===== config.mk =====
export PLATFORM = sky130hd
export DESIGN_NAME = window_scan_ctrl
export DESIGN_NICKNAME = d
export VERILOG_FILES = /design/src/rtl/window_scan_ctrl.sv
export SDC_FILE = /design/constraint.sdc
export NUM_CORES = 1
export LEC_CHECK = 0
export CELL_PAD_IN_SITES_DETAIL_PLACEMENT = 2
export CELL_PAD_IN_SITES_GLOBAL_PLACEMENT = 2
export CORE_MARGIN = 5
export CORE_UTILIZATION = 38
export DETAILED_ROUTE_END_ITERATION = 16
export GPL_TIMING_DRIVEN = 0
export PLACE_DENSITY_LB_ADDON = 0.1
export SLEW_MARGIN = 40
export SYNTH_ARGS = -nofsm -noshare
export SYNTH_HDL_FRONTEND = slang
export SYNTH_SLANG_ARGS = --single-unit
export TNS_END_PERCENT = 30

===== constraint.sdc =====
create_clock -name gen_clk -period 5.4 [get_ports gen_clk]
set_clock_uncertainty 0.1 [all_clocks]
set_input_delay 1.08 -clock gen_clk [delete_from_list [all_inputs] [get_ports gen_clk]]
set_output_delay 1.08 -clock gen_clk [all_outputs]
set_load 0.01 [all_outputs]

===== src/rtl/window_scan_ctrl.sv =====
// Frame sequencer for the 3x3 line-buffer window generator: clear, prime, raster scan, flush.
// Optional prime timeout enabled by defining WSC_PRIME_TIMEOUT_EN.
module window_scan_ctrl #(
  parameter int unsigned IMG_W     = 712,
  parameter int unsigned IMG_H     = 712,
  parameter int unsigned CLR_CYC   = 4,
  parameter int unsigned PRIME_TMO = 4096
) (
  input  logic       gen_clk,
  input  logic       rst,
  input  logic       start,
  input  logic       abort,
  output logic       buf_rst,
  input  logic       buf_rdy,
  output logic       buf_rd,
  input  logic       dn_ready,
  output logic       win_valid,
  output logic [9:0] win_row,
  output logic [9:0] win_col,
  output logic       sof,
  output logic       eol,
  output logic       eof,
  output logic       busy,
  output logic       done,
  output logic       err
);

  localparam int unsigned CW    = 10;
  localparam int unsigned CLR_W = (CLR_CYC > 1) ? $clog2(CLR_CYC) : 1;
  localparam logic [CW-1:0]    COL_LAST = CW'(IMG_W - 1);
  localparam logic [CW-1:0]    ROW_LAST = CW'(IMG_H - 1);
  localparam logic [CLR_W-1:0] CLR_LAST = CLR_W'(CLR_CYC - 1);

  if (CLR_CYC < 1 || PRIME_TMO < 1 || IMG_W < 1 || IMG_W > 1024 ||
      IMG_H < 1 || IMG_H > 1024) begin : g_cfg_check
    $error("window_scan_ctrl: illegal parameter set");
  end

  typedef enum logic [2:0] {
    S_IDLE,
    S_CLR,
    S_PRIME,
    S_SCAN,
    S_FLUSH
  } state_t;

  state_t            state;
  logic              scan_en;
  logic [CW-1:0]     row;
  logic [CW-1:0]     col;
  logic [CLR_W-1:0]  clr_cnt;
  logic              at_eol;
  logic              at_last;

`ifdef WSC_PRIME_TIMEOUT_EN
  localparam int unsigned TMO_W = (PRIME_TMO > 1) ? $clog2(PRIME_TMO) : 1;
  localparam logic [TMO_W-1:0] TMO_LAST = TMO_W'(PRIME_TMO - 1);
  logic [TMO_W-1:0] tmo_cnt;
`else
  assign err = 1'b0;
`endif

  // Registered enable gated by downstream ready: one window per read strobe.
  assign buf_rd  = scan_en & dn_ready;
  assign at_eol  = (col == COL_LAST);
  assign at_last = at_eol & (row == ROW_LAST);

  always_ff @(posedge gen_clk or posedge rst) begin
    if (rst) begin
      state     <= S_IDLE;
      buf_rst   <= 1'b1;
      scan_en   <= 1'b0;
      row       <= '0;
      col       <= '0;
      clr_cnt   <= '0;
      win_valid <= 1'b0;
      win_row   <= '0;
      win_col   <= '0;
      sof       <= 1'b0;
      eol       <= 1'b0;
      eof       <= 1'b0;
      busy      <= 1'b0;
      done      <= 1'b0;
`ifdef WSC_PRIME_TIMEOUT_EN
      err       <= 1'b0;
      tmo_cnt   <= '0;
`endif
    end else begin
      // Window tag pipeline mirrors the buffer's one-cycle output register.
      done      <= 1'b0;
      win_valid <= buf_rd;
      sof       <= buf_rd & (row == '0) & (col == '0);
      eol       <= buf_rd & at_eol;
      eof       <= buf_rd & at_last;
      if (buf_rd) begin
        win_row <= row;
        win_col <= col;
      end

      if (abort && state != S_IDLE) begin
        state     <= S_IDLE;
        buf_rst   <= 1'b1;
        scan_en   <= 1'b0;
        busy      <= 1'b0;
        win_valid <= 1'b0;
        sof       <= 1'b0;
        eol       <= 1'b0;
        eof       <= 1'b0;
      end else begin
        case (state)
          S_IDLE: begin
            if (start && !abort) begin
              state   <= S_CLR;
              clr_cnt <= '0;
              busy    <= 1'b1;
`ifdef WSC_PRIME_TIMEOUT_EN
              err     <= 1'b0;
`endif
            end
          end
          S_CLR: begin
            if (clr_cnt == CLR_LAST) begin
              state   <= S_PRIME;
              buf_rst <= 1'b0;
`ifdef WSC_PRIME_TIMEOUT_EN
              tmo_cnt <= '0;
`endif
            end else begin
              clr_cnt <= clr_cnt + 1'b1;
            end
          end
          S_PRIME: begin
            if (buf_rdy) begin
              state   <= S_SCAN;
              scan_en <= 1'b1;
              row     <= '0;
              col     <= '0;
            end
`ifdef WSC_PRIME_TIMEOUT_EN
            else if (tmo_cnt == TMO_LAST) begin
              state   <= S_IDLE;
              buf_rst <= 1'b1;
              busy    <= 1'b0;
              err     <= 1'b1;
            end else begin
              tmo_cnt <= tmo_cnt + 1'b1;
            end
`endif
          end
          S_SCAN: begin
            if (buf_rd) begin
              if (at_last) begin
                row     <= '0;
                col     <= '0;
                scan_en <= 1'b0;
                state   <= S_FLUSH;
              end else if (at_eol) begin
                col <= '0;
                row <= row + 1'b1;
              end else begin
                col <= col + 1'b1;
              end
            end
          end
          S_FLUSH: begin
            state   <= S_IDLE;
            buf_rst <= 1'b1;
            busy    <= 1'b0;
            done    <= 1'b1;
          end
          default: begin
            state   <= S_IDLE;
            buf_rst <= 1'b1;
            scan_en <= 1'b0;
            busy    <= 1'b0;
          end
        endcase
      end
    end
  end

endmodule


==> results.yml <==
cells_and_area:
  regArea_sq_um: 1328
  fin_nets: 322
  antenna_cells: 0
  multi_input_area_sq_um: 1292
  drive_gt1_frac: 0.1447
  n_fill_cell: 773
  area_delta_synth_final_pct: 20.26
synth:
  ys_seq_elements: 53
  synth_edf_count: 0
  seq_area_frac_synth: 0.4863
  synth_compound_area_frac: 0.1654
  syn-num-nets: 282
  synth_top_family_by_area: "simple AND/OR/NAND/NOR gates"
  synthArstFlopShare: 1.000
  synth_top_cell_by_area: "dfrtp_1"
  yosys_warnings: 0
  yosys.area.top_type_share: 0.4766
  netlist_area_sq_um: 2730
  synth.avg_cell_area_sq_um: 10.07
  syn_inst: 271
  synth_fa_ha_area_frac: 0.02291
  synthSimpleGateAreaFrac: 0.2218
  synth-xor-area-share: 0
  synthTopCellsByArea: "dfrtp_1 (48%), mux2_2 (6.2%), nand2_1 (3.6%)"
  ys.flop_type: "dfrtp_1"
  synthMuxAreaShare: 0.06187
  synth_cell_types: 53
power:
  ir_drop_uv: 160.8
  p_sw_mw: 0.4526
  switching_share: 0.3791
  power.leakage_nw: 1.392
  pwr-share-comb: 0.368
  seqPwrFrac: 0.441
  p_int_mw: 0.7411
  powerDensity_nw_per_um2: 363.6
  clkPwrFrac: 0.192
clock_network:
  htreeDepth: 2
  cts_setup_buffers: 0
  clk_pin_slew_ns: 0.09
  root_buffer: "clkbuf_8"
  cts.sinks: 53
  clock_path_buffers: 2
  cts_buffers: 5
  holdBufCountCts: 0
  cts_tree: "built"
  insertion_delay_ns: 0.30
  ctsResizeCount: 0
route:
  drtPass1Iterations: 4
  wire_per_inst_microns: 19.20
  wirelength_microns: 7873
  drt-vias-per-instance: 5.663
  drc_errors: 0
  vias: 2322
  drt_iter0_markers: 79
  ant_nets: 0
job:
  cap_viol_max_count: 0
place:
  post-dp-hpwl_microns: 5856
  io_buffers: 32
  gp_congestion: 0.8088
timing:
  hold_ws_ns: 0.3899
  worst_slew_pin_slew_ns: 0.7402
  tns_ns: 0
  hold_viol_final: 0
  rsz0062_at_grt: "no"
  fmax_mhz: 255.5
  setup_viol_count_final: 0
  fin_crit_sh: 0.7248
  fin_crit_ns: 3.914
  slew_violations: 0
  maxSlewHeadroom: 0.5000
global_routing:
  gr-total-overflow: 0
  grt_pass1_vias: 2469
  grtUsageTotal: 0.1875
  grt_max_degree: 41
  grt_pass1_wl_microns: 13140
  antenna_found_initial: 0
floorplanning:
  die_h_microns: 94.76
  start_util: 0.3825
  core.rowCount: 31
  die_w_microns: 94.76
  die_area_sq_um: 8979
  core_area_sq_um: 7137
  pin_count: 35
setup_path:
  crit_type: "in -> out"
  required_ns: 4.22
  setup.worst_path.start_class: "input pin"
  arrival_ns: 2.73
  cp_max_fo: 10
  endpoint_kind: "primary output"
worst_hold_path:
  worstHoldPathType: "reg -> reg"
run_status:
  status: "finished clean"
==> stage by stage <==
step / cells / total power [mW] / worst slack [ns] / instance area, sq um / util
after floorplan: 271 / 0.7993 / 2.707 / 2730 / -
after global placement: 402 / 0.9460 / 1.459 / 3174 / 0.4448
after detailed placement: 403 / 0.9770 / 1.446 / 3197 / 0.4479
after CTS: 410 / 1.210 / 1.452 / 3283 / 0.4600
after global routing: 410 / 1.277 / 1.398 / 3283 / 0.4600
final: 410 / 1.194 / 1.486 / 3283 / 0.4600
==> final timing paths <==
kind	from	to	slack [ns]	cells past startpoint
setup reg to reg	state[2]$_DFFE_PP0P_	row[4]$_DFFE_PP0P_	3.16	5
setup / recovery	dn_ready	buf_rd	1.49	5
max in group asynchronous	rst	buf_rst$_DFFE_PP1P_	3.73	3
hold reg to reg	win_row[1]$_DFFE_PP0P_	win_row[1]$_DFFE_PP0P_	0.39	2
min in group asynchronous	rst	win_row[4]$_DFFE_PP0P_	0.95	2
hold / removal	win_row[1]$_DFFE_PP0P_	win_row[1]$_DFFE_PP0P_	0.39	2
==> power by group through the flow <==
stage	Clock, mW	Combinational, mW	Sequential (mW)
floorplan	0	0.271	0.528
global placement	0	0.415	0.531
detailed placement	0	0.442	0.535
CTS	0.236	0.446	0.528
global route	0.256	0.483	0.538
finish	0.229	0.439	0.526
==> cells by family after synthesis <==
family | count (synthesis)
mux | 15
other cells | 1
buf+inv | 25
compound gates | 66
flops | 53
fa+ha+maj | 5
simple gates | 106
==> cell usage after synthesis (2+ instances only) <==
master	number
nor2_1	14
inv_2	2
o21ai_1	14
a22o_1	3
o31ai_1	5
clkbuf_1	5
nand2_1	26
or3_1	5
nor4_4	2
o21ai_0	8
o21bai_1	2
ha_1	5
a21oi_1	4
dfrtp_1	52
and3_1	5
o21a_1	2
nand4_1	8
nor4_1	3
a211o_1	3
nor3_1	8
o211ai_1	2
a31oi_1	11
nand3_1	12
inv_1	7
nor2b_1	3
nand3b_1	3
buf_2	10
mux2_2	15
nor4b_1	2
and2_1	6
a221o_1	2
==> metal layers <==
| metal | share of wire | vias to the layer above | track usage | wire (microns) |
|---|---|---|---|---|
| li1 | - | 1070 | - | - |
| met3 | 0.029 | 9 | 0.03187 | 229 |
| met5 | 0 | - | 0 | 0 |
| met2 | 0.51 | 44 | 0.3224 | 3996 |
| met4 | 0.0097 | 0 | 0.04207 | 76 |
| met1 | 0.45 | 1199 | 0.2463 | 3570 |
==> cell type report <==
type,count,share of cell area
inverters,9,0.01105
plain buffers,16,0.02325
well taps,99,0.03773
flip-flops and latches,53,0.4043
clock buffers,7,0.02630
repair buffers,33,0.1037
multi-input cells,193,0.3937
==> cells in the final DEF, fill, tap and decap left out, drive strengths merged, types with 2 or more instances in the layout <==
cell type      count
a31oi             11
inv                9
nand4              8
ha                 5
nand3             13
a211oi             2
and3               5
o31ai              5
nand2b             2
and2               6
a22o               3
or3                5
o21ai             23
a21oi              4
clkbuf            12
o21a               2
clkdlybuf4s50     32
nand2             26
nor2b              3
nand3b             3
a211o              3
nor2              14
buf               12
nor4b              2
o211ai             2
dfrtp             52
o21bai             2
a221o              2
mux2              15
nor4               6
nor3               8
==> registers in the layout, summed over array words and instances (netlist names) <==
name       flops
win_valid      1
win_row       10
scan_en        1
buf_rst        1
busy           1
row           10
eof            1
sof            1
state          3
eol            1
win_col       10
col           10
done           1
clr_cnt        2
==> worst max-delay path: stages <==
cell             delay (ns)
clkdlybuf4s50_1        0.50
nand2_1                0.11
buf_2                  0.23
inv_2                  0.23
clkdlybuf4s50_1        0.58
Note: power is estimated with default switching activity, not from simulation.
